`config.mk`:
```
export PLATFORM = sky130hd
export DESIGN_NAME = seq_stage_ctrl
export DESIGN_NICKNAME = d
export VERILOG_FILES = /design/src/rtl/seq_stage_ctrl.sv
export SDC_FILE = /design/constraint.sdc
export NUM_CORES = 1
export LEC_CHECK = 0
export CELL_PAD_IN_SITES_DETAIL_PLACEMENT = 2
export CELL_PAD_IN_SITES_GLOBAL_PLACEMENT = 2
export CORE_ASPECT_RATIO = 1.25
export CORE_MARGIN = 2
export CORE_UTILIZATION = 23
export DETAILED_ROUTE_END_ITERATION = 12
export PLACE_DENSITY = 0.9
export REMOVE_ABC_BUFFERS = 1
export SETUP_SLACK_MARGIN = 0.5
export SKIP_CTS_REPAIR_TIMING = 1
export SLEW_MARGIN = 15
export SYNTH_ARGS = -nofsm -noshare
export SYNTH_HDL_FRONTEND = slang
export SYNTH_SLANG_ARGS = --single-unit
```
`constraint.sdc`:
```
create_clock -name clk -period 3.1 [get_ports clk]
set_clock_uncertainty 0.2 [all_clocks]
set_input_delay 0.93 -clock clk [delete_from_list [all_inputs] [get_ports clk]]
set_output_delay 0.93 -clock clk [all_outputs]
set_load 0.02 [all_outputs]
```
`src/rtl/seq_stage_ctrl.sv`:
```
// seq_stage_ctrl: Y86-64 stage sequencer, 6 cycles/instr plus one per data-memory wait; stalls in MEMORY until mem_ack or timeout.
// Optional macro SEQ_CTRL_PERF_EN builds the retired/stall_cycles counters; without it those ports read 0.
module seq_stage_ctrl #(
    parameter int MEM_TIMEOUT = 15
) (
    input  logic        clk,
    input  logic        rst_n,
    input  logic        start,
    input  logic [3:0]  icode,
    input  logic [3:0]  ifun,
    input  logic        instr_valid,
    input  logic        imem_error,
    input  logic        dmem_error,
    input  logic        alu_zf,
    input  logic        alu_sf,
    input  logic        alu_of,
    input  logic        mem_ack,
    output logic        f_en,
    output logic        d_en,
    output logic        e_en,
    output logic        m_en,
    output logic        w_en,
    output logic        pc_en,
    output logic        mem_req,
    output logic [2:0]  cc,
    output logic        cnd,
    output logic [1:0]  stat,
    output logic        busy,
    output logic [31:0] retired,
    output logic [31:0] stall_cycles
);

    typedef enum logic [2:0] {
        S_IDLE, S_FETCH, S_DECODE, S_EXECUTE, S_MEMORY, S_WRITEBACK, S_PCUPD, S_HALTED
    } state_t;

    localparam logic [7:0] TIMEOUT = 8'(MEM_TIMEOUT);

    state_t      state_q, state_d;
    logic        armed_q, armed_d;
    logic        f_en_q, f_en_d, d_en_q, d_en_d, e_en_q, e_en_d;
    logic        w_en_q, w_en_d, pc_en_q, pc_en_d;
    logic        mem_req_q, mem_req_d, busy_q, busy_d;
    logic [2:0]  cc_q, cc_d;
    logic        cnd_q, cnd_d;
    logic [1:0]  stat_q, stat_d;
    logic [7:0]  wait_q, wait_d;
    logic        need_mem, cond_hit, zf, sf, of;

    assign zf = cc_q[2];
    assign sf = cc_q[1];
    assign of = cc_q[0];

    always_comb begin
        need_mem = (icode == 4'h4) || (icode == 4'h5) || (icode == 4'h8) ||
                   (icode == 4'h9) || (icode == 4'hA) || (icode == 4'hB);
        case (ifun)
            4'h0:    cond_hit = 1'b1;
            4'h1:    cond_hit = (sf ^ of) | zf;
            4'h2:    cond_hit = sf ^ of;
            4'h3:    cond_hit = zf;
            4'h4:    cond_hit = ~zf;
            4'h5:    cond_hit = ~(sf ^ of);
            4'h6:    cond_hit = ~(sf ^ of) & ~zf;
            default: cond_hit = 1'b0;
        endcase
    end

    always_comb begin
        state_d = state_q;
        armed_d = 1'b1;
        cc_d    = cc_q;
        cnd_d   = cnd_q;
        stat_d  = stat_q;
        wait_d  = wait_q;
        case (state_q)
            S_IDLE: begin
                // The first edge after reset release only arms the sequencer.
                if (start && armed_q) state_d = S_FETCH;
            end
            S_FETCH: begin
                if (imem_error) begin
                    stat_d  = 2'd2;
                    state_d = S_HALTED;
                end else if (!instr_valid) begin
                    stat_d  = 2'd3;
                    state_d = S_HALTED;
                end else if (icode == 4'h0) begin
                    stat_d  = 2'd1;
                    state_d = S_HALTED;
                end else begin
                    state_d = S_DECODE;
                end
            end
            S_DECODE: state_d = S_EXECUTE;
            S_EXECUTE: begin
                if (icode == 4'h6) cc_d = {alu_zf, alu_sf, alu_of};
                cnd_d   = ((icode == 4'h2) || (icode == 4'h7)) ? cond_hit : 1'b0;
                wait_d  = 8'd0;
                state_d = S_MEMORY;
            end
            S_MEMORY: begin
                if (!mem_req_q) begin
                    state_d = S_WRITEBACK;
                end else if (mem_ack) begin
                    if (dmem_error) begin
                        stat_d  = 2'd2;
                        state_d = S_HALTED;
                    end else begin
                        state_d = S_WRITEBACK;
                    end
                end else begin
                    wait_d = wait_q + 8'd1;
                    if (wait_d == TIMEOUT) begin
                        stat_d  = 2'd2;
                        state_d = S_HALTED;
                    end
                end
            end
            S_WRITEBACK: state_d = S_PCUPD;
            S_PCUPD:     state_d = S_FETCH;
            S_HALTED:    state_d = S_HALTED;
            default:     state_d = S_IDLE;
        endcase

        f_en_d    = (state_d == S_FETCH);
        d_en_d    = (state_d == S_DECODE);
        e_en_d    = (state_d == S_EXECUTE);
        w_en_d    = (state_d == S_WRITEBACK);
        pc_en_d   = (state_d == S_PCUPD);
        mem_req_d = (state_d == S_MEMORY) && need_mem;
        busy_d    = (state_d != S_IDLE) && (state_d != S_HALTED);
    end

    always_ff @(posedge clk or negedge rst_n) begin
        if (!rst_n) begin
            state_q   <= S_IDLE;
            armed_q   <= 1'b0;
            f_en_q    <= 1'b0;
            d_en_q    <= 1'b0;
            e_en_q    <= 1'b0;
            w_en_q    <= 1'b0;
            pc_en_q   <= 1'b0;
            mem_req_q <= 1'b0;
            busy_q    <= 1'b0;
            cc_q      <= 3'b100;
            cnd_q     <= 1'b0;
            stat_q    <= 2'd0;
            wait_q    <= 8'd0;
        end else begin
            state_q   <= state_d;
            armed_q   <= armed_d;
            f_en_q    <= f_en_d;
            d_en_q    <= d_en_d;
            e_en_q    <= e_en_d;
            w_en_q    <= w_en_d;
            pc_en_q   <= pc_en_d;
            mem_req_q <= mem_req_d;
            busy_q    <= busy_d;
            cc_q      <= cc_d;
            cnd_q     <= cnd_d;
            stat_q    <= stat_d;
            wait_q    <= wait_d;
        end
    end

    // Completion of a memory access is only known in the cycle mem_ack arrives.
    assign m_en    = (state_q == S_MEMORY) && (!mem_req_q || (mem_ack && !dmem_error));
    assign f_en    = f_en_q;
    assign d_en    = d_en_q;
    assign e_en    = e_en_q;
    assign w_en    = w_en_q;
    assign pc_en   = pc_en_q;
    assign mem_req = mem_req_q;
    assign busy    = busy_q;
    assign cc      = cc_q;
    assign cnd     = cnd_q;
    assign stat    = stat_q;

`ifdef SEQ_CTRL_PERF_EN
    logic [31:0] retired_q, retired_d, stall_q, stall_d;

    always_comb begin
        retired_d = retired_q;
        stall_d   = stall_q;
        if (state_q == S_PCUPD) retired_d = retired_q + 32'd1;
        if ((state_q == S_MEMORY) && mem_req_q && !mem_ack) stall_d = stall_q + 32'd1;
    end

    always_ff @(posedge clk or negedge rst_n) begin
        if (!rst_n) begin
            retired_q <= 32'd0;
            stall_q   <= 32'd0;
        end else begin
            retired_q <= retired_d;
            stall_q   <= stall_d;
        end
    end

    assign retired      = retired_q;
    assign stall_cycles = stall_q;
`else
    assign retired      = 32'd0;
    assign stall_cycles = 32'd0;
`endif

endmodule

```
## Word-level counts from Yosys, hierarchy flattened

Cells that the tools add are included.

| word-level totals | value |
|---|---|
| register bits | 25 |
| bits in latches | 0 |
| bits in writable memories | 0 |
| ROM bits | 0 |
| input port bits | 18 |
| output and inout bits | 78 |
| logic and storage cells | 99 |
| memories kept | 0 |

| cells by class | value |
|---|---|
| $add $sub $neg | 1 |
| $mul | 0 |
| divide/modulo/power cells | 0 |
| order comparisons | 0 |
| equal/unequal tests | 35 |
| shift-type cells | 0 |
| multiplexer cells | 22 |
| bitwise operators | 5 |
| reduce and logical (&&, ||, !) cells | 23 |

Operator list:

| kind | count |
|---|---|
| $eq 4x3->1 const B | 7 |
| $pmux 3 s8 | 1 |
| $eq 3x3->1 const B | 7 |
| $mux 3 | 7 |
| $eq 4x4->1 const B | 4 |
| $mux 2 | 8 |
| $mux 8 | 2 |
| $pmux 8 s2 | 1 |
| $eq 3x2->1 const B | 4 |
| $eq 4x2->1 const B | 3 |
| $ne 3x3->1 const B | 3 |
| $add 8x1->8 const B | 1 |
| $eq 8x4->1 const B | 1 |
| $logic_not 4->1 | 2 |
| $logic_or 1x1->1 | 7 |
| $pmux 1 s7 | 1 |
| $eq 3x1->1 const B | 2 |
| $logic_and 1x1->1 | 5 |
| $reduce_and 5->1 | 1 |
| $eq 4x1->1 const B | 1 |
| $ne 2x2->1 const B | 2 |
| $ne 4x4->1 const B | 1 |
| $pmux 2 s2 | 1 |
| $reduce_bool 2->1 | 2 |
| other kinds (10) | 12 |

## Depth between registers and ports, before layout

Gate-level depths: netlist of run 1.

| depth | value |
|---|---|
| depth after elaboration | 8 |
| depth in mapped cells | 7 |
| depth with buffers taken out | 7 |

## Worst setup path after synthesis of run 1

No wires, ideal clock.

| timing path | value |
|---|---|
| kind | input -> output |
| start | input port icode[0] |
| end | output port m_en |
| data arrival time | 2.326 ns |
| required time | 1.970 ns |
| slack | -0.356 ns |
| stages | 5 |
| path buffers | 0 |
| path through | nor4_1 o21ai_0 a31oi_1 a31oi_4 nor3_1 |

RTL lines:

| element | RTL line | source |
|---|---|---|
| start, declared | 9 | `input logic [3:0] icode,` |
| end, declared | 21 | `output logic m_en,` |

==> results of run 1 <==
flip-flops by register name, summed over array words and instances (netlist names):
signal and flops:
d_en 1, cnd 1, stat 2, wait_q 8, w_en 1, f_en 1, pc_en 1, armed_q 1
mem_req 1, e_en 1, cc 3, state_q 3, busy 1
cell type report:
class	count	area, um^2	area share, %
multi-input cells	189	1200	44.9
flip-flops and latches	25	627	23.5
repair buffers	71	613	23.0
well taps	120	150	5.63
clock buffers	4	45.0	1.69
inverters	9	33.8	1.27
report_power, final:
part	switching, uW	internal (uW)	leakage (uW)	total [uW]
Sequential	90.4	422	0.000318	512
Combinational	621	511	0.000964	1130
Clock	116	92.3	0.0000228	208
logic make-up (layout without fill, tap and decap cells):
kind of cell,after synthesis,in the layout,synth area share (%)
other cells,2,65,0.362
simple gates,68,68,20.0
mux,7,7,4.10
compound gates,44,44,15.7
flops,25,25,30.2
buf+inv,80,84,27.2
xor+xnor,3,3,1.27
fa+ha+maj,2,2,1.21
cells in the final DEF, fill, tap and decap left out, types with 5 or more instances in the layout:
cell type         n
nand2b_1          5
dfrtp_1          24
nand2_1          15
nor2_1            8
dlymetal6s2s_1    5
inv_1             8
clkdlybuf4s50_1  21
conb_1           65
a21oi_1           9
buf_4            40
nor3_1            5
o21ai_0           9
path summary, 6_finish.rpt:
path	startpoint	end	slack (ns)	cells past startpoint
hold / removal	cnd	cnd	0.32	2
hold reg to reg	cnd	cnd	0.32	2
setup reg to reg	state_q[1]	wait_q[7]	0.78	6
max in group asynchronous	rst_n	cc[2]	1.57	2
setup / recovery	icode[0]	m_en	-0.20	7
min in group asynchronous	rst_n	busy	0.83	2
layer usage:
metal	part of all wire, %	vias to the layer above
met5	0	-
met2	59	71
met1	35	868
met4	1.0	0
li1	-	805
met3	5.7	6
through the flow:
step	cell area, um^2	hold slack (ns)	instances	setup TNS [ns]	power, uW
2_1_floorplan	1780	0.274	223	-0.356	1070
3_3_place_gp	2530	0.259	412	-1.30	1530
3_5_place_dp	2530	0.305	412	-1.83	1590
4_1_cts	2570	0.328	416	-1.49	1810
5_1_grt	2670	0.356	418	-0.279	1960
6_report	2670	0.322	418	-0.203	1850
worst min-delay path, cell delays in order (launching register included):
cell and delay (ns):
dfrtp_1 0.37, nand2_1 0.06, o41ai_1 0.06
==> summary.txt, run 1 <==
Run status = complete, but fails checks
Final worst setup slack = -0.203 ns
CP max stage cell = nor4_4
I/O Pins = 96
Overflow after GRT = 0
Iteration-0 DRC Markers = 42
Initial antenna violation count = 0
DRT Wirelength = 6670 um
Top delay family on crit path = simple AND/OR/NAND/NOR gates
Clock root buffer = clkbuf_8
Die H = 110 um
Register area share after synthesis = 30.2%
Fmax = 0.303 GHz
CTS max path bufs = 2
TritonCTS clock tree = done
Crit Path Category = in -> out
Vias in the first global route = 1900
Synthesis Warnings = 0
Ant diodes = 0
TritonCTS Buffers = 3
Hold Vio Cnt, Final = 0
Share of Yosys cell area claimed by the top area cell type = 28.9%
Worst Setup End Kind = output port
Worst-path clk slew = 0.10 ns
Gr usage total = 13.1%
# fillers = 1011
Routed Antenna Nets = 0
Layout net count = 319
Routed vias/inst = 4.19
Avg WL per Cell = 16.0 um
Worst EP arrival = 2.17 ns
TritonCTS Sinks = 25
Syn_area_per_cell = 8.99 um^2
Ranking of synthesized cells by area = dfrtp_1 (29%), buf_4 (24%), nand2_1 (2.9%)
Vias = 1750
Min Tclk post-route = 3.30 ns
Max Transition Viols Final = 0
Area growth from synthesis to layout = 28.5%
Area leader, netlist = dfrtp_1
Area of the core = 8750 um^2
# setup viols final = 1
Critical path buffer and inverter count = 3
GP Congestion = 0.834
H-Tree Depth = 1
Tcrit/Tclk final = 107%
Most numerous cell in the Yosys netlist = buf_4
Setup WS pre-CTS = -1.48 ns
VDD IR-drop max = 0.175 mV
Number of flops mapped to enable cells by yosys = 0
Synth unique cells = 64
Initial core utilization = 23.7%
Max-cap check violation count = 0
Commonest cells in the synthesized netlist = buf_4 (65), dfrtp_1 (24), nand2_1 (16)
Die area = 9810 um^2
Die X = 89.0 um
Pleak = 0.00130 uW
Port Buffers = 31
WP data required = 1.97 ns
Final Util = 30.5%
Share of cells above drive strength 1 = 26.8%
Post-synthesis register bit count = 25
Pin count of the biggest net entering global routing = 26
Crit-path max cell delay = 0.36 ns
Global-route wire length before repair = 9740 um
Failing checks = negative setup slack
Asr flop ratio synth = 100%
Measured slew at the worst slew-check pin = 0.606 ns
Routing usage on met1 = 12.9%
DRC Markers = 0
CP Cell Sequence = buf_6, nor4_4, buf_4, nor2_2, a21o_1, nor3_2, buf_4
Peak fanout along the critical path = 3
Clock latency on the worst-skew pair = 0.28 ns
Hpwl dp = 5260 um
Row count = 38
Power per cell area = 694 nW/um^2
M2 GR Usage = 27.0%
Crit path top cell by count = buf_4
Primary FF master, synth = dfrtp_1
Critical Path Start Type = input port
Relative slew margins = 59.1%
Hold WC Path Type = reg -> reg
GR peak layer = met2
RSZ-0062 raised after global routing = true
Met3 Use GR = 2.16%
Mapped Cells = 231
Cell area after synthesis = 2080 um^2
DRT Pass-1 Iters = 4
Note: power is estimated with default switching activity, not from simulation.
==> inputs of run 2 (changes only) <==
--- a/config.mk
+++ b/config.mk
@@ -9,9 +9,10 @@
 export CELL_PAD_IN_SITES_GLOBAL_PLACEMENT = 2
 export CORE_ASPECT_RATIO = 1.25
 export CORE_MARGIN = 2
-export CORE_UTILIZATION = 23
+export CORE_UTILIZATION = 24
+export CTS_BUF_LIST = sky130_fd_sc_hd__clkbuf_8
 export DETAILED_ROUTE_END_ITERATION = 12
-export PLACE_DENSITY = 0.9
+export PLACE_DENSITY = 0.93
 export REMOVE_ABC_BUFFERS = 1
 export SETUP_SLACK_MARGIN = 0.5
 export SKIP_CTS_REPAIR_TIMING = 1
==> run 2 against run 1 <==
The flow still finishes with violations (negative setup slack). Utilization is 1.9 points higher. Critical endpoint unchanged. Maximum frequency shrank 1.4%. Die area down 4.0%. Sequential share of layout area shrank 0.26 points. Hold slack better by 0.0068 ns. Clock power grew 3%. Global-route usage is 0.17 points higher. Largest cell class unchanged.
==> summary.txt, run 2 (synthesis results as in run 1) <==
Final worst setup slack = -0.248 ns
GP Congestion = 0.800
TritonCTS Sinks = 25
Worst EP arrival = 2.22 ns
Crit path top cell by count = a31oi_4
Max Transition Viols Final = 0
Pin count of the biggest net entering global routing = 26
Run status = complete, but fails checks
Commonest non-fill, non-tap cell in the layout = conb_1
Dpl cells = 392
Fin Hold WS = 0.329 ns
Setup WS pre-CTS = -1.31 ns
Die H = 108 um
Relative slew margins = 56.2%
Power per cell area = 705 nW/um^2
Worst Setup End Kind = output port
WP data required = 1.97 ns
DRC Markers = 0
I/O Pins = 96
Failing checks = negative setup slack
Max-cap check violation count = 0
Hold Vio Cnt, Final = 0
CP max stage cell = nor4_4
Clock root buffer = clkbuf_8
Routed Antenna Nets = 0
Initial core utilization = 24.9%
Vias = 1789
Iteration-0 DRC Markers = 65
TritonCTS Buffers = 3
Pleak = 0.00135 uW
Ant diodes = 0
Crit Path Category = in -> out
Fin cells = 401
Most frequent cells in the layout = conb_1 (65), buf_4 (46), dfrtp_1 (24)
Die X = 87.2 um
Critical Path Start Type = input port
Worst-path clk slew = 0.10 ns
Hold WC Path Type = reg -> reg
Share of cells above drive strength 1 = 28.0%
Area of the core = 8330 um^2
RSZ-0062 raised after global routing = true
# setup viols final = 1
H-Tree Depth = 1
Routed vias/inst = 4.46
Port Buffers = 31
Crit-path max cell delay = 0.39 ns
CTS max path bufs = 2
Reg-to-reg setup timing slack = 0.86 ns
Tcrit/Tclk final = 108%
CP Cell Sequence = buf_8, nor4_4, o21ai_4, a31oi_4, a31oi_4, nor3_2, buf_4
Global-route wire length before repair = 9770 um
Row count = 37
Gr usage total = 13.2%
Peak fanout along the critical path = 3
Measured slew at the worst slew-check pin = 0.649 ns
Min Tclk post-route = 3.35 ns
Vias in the first global route = 1872
Initial antenna violation count = 0
Avg WL per Cell = 17.1 um
VDD IR-drop max = 0.189 mV
Hpwl dp = 4970 um
DRT Wirelength = 6850 um
TritonCTS clock tree = done
Largest register FFs = 8
Clock latency on the worst-skew pair = 0.29 ns
Area growth from synthesis to layout = 30.0%
Die area = 9410 um^2
Biggest register = wait_q
# fillers = 977
Overflow after GRT = 0
DRT Pass-1 Iters = 4
Layout net count = 325
Fmax = 0.299 GHz
## run 2: cell type report
type	instances	area [um^2]	area share, %
multi-input cells	189	1200	44.4
flip-flops and latches	25	627	23.2
repair buffers	77	668	24.8
inverters	9	33.8	1.25
clock inverters	1	7.51	0.278
well taps	97	121	4.50
clock buffers	3	41.3	1.53
## run 2: power by group
group          internal [uW]  switching [uW]  total [uW]
registers                422            82.3         504
logic                    534             649        1180
clock network           91.8             122         214
## run 2: worst paths after layout
path,cells past startpoint,startpoint,to
min in group asynchronous,2,rst_n,wait_q[3]
min reg2reg,2,cnd,cnd
min,2,cnd,cnd
max in group asynchronous,2,rst_n,cc[2]
max,7,icode[3],m_en
max reg2reg,9,wait_q[0],mem_req
## run 2: per-layer routing
layer / global-route usage [%] / share of wire (%) / up-vias / wire length, um
met1: 15.3 / 39 / 895 / 2650
met4: 5.49 / 1.8 / 0 / 125
met3: 1.15 / 4.1 / 9 / 283
li1: - / - / 818 / -
met5: 0 / 0 / - / 0
met2: 24.6 / 55 / 67 / 3800
## run 2: metrics by stage
| step | setup TNS [ns] | power, uW | utilization [%] | cell area, um^2 |
|---|---|---|---|---|
| finish | -0.248 | 1900 | 32.4 | 2700 |
| global route | -0.311 | 2020 | 32.4 | 2700 |
| CTS | -1.34 | 1810 | 30.8 | 2570 |
| detailed placement | -1.31 | 1580 | 30.2 | 2520 |
| global placement | -1.24 | 1530 | 30.2 | 2520 |
| floorplan | -0.356 | 1070 | - | 1780 |
## run 2: worst max-delay path: cells and delay by family
| kind | cells | cell delay, ns |
|---|---|---|
| AO/OA/AOI/OAI | 3 | 0.44 |
| buffers and inverters | 2 | 0.27 |
| AND/OR/NAND/NOR | 2 | 0.57 |
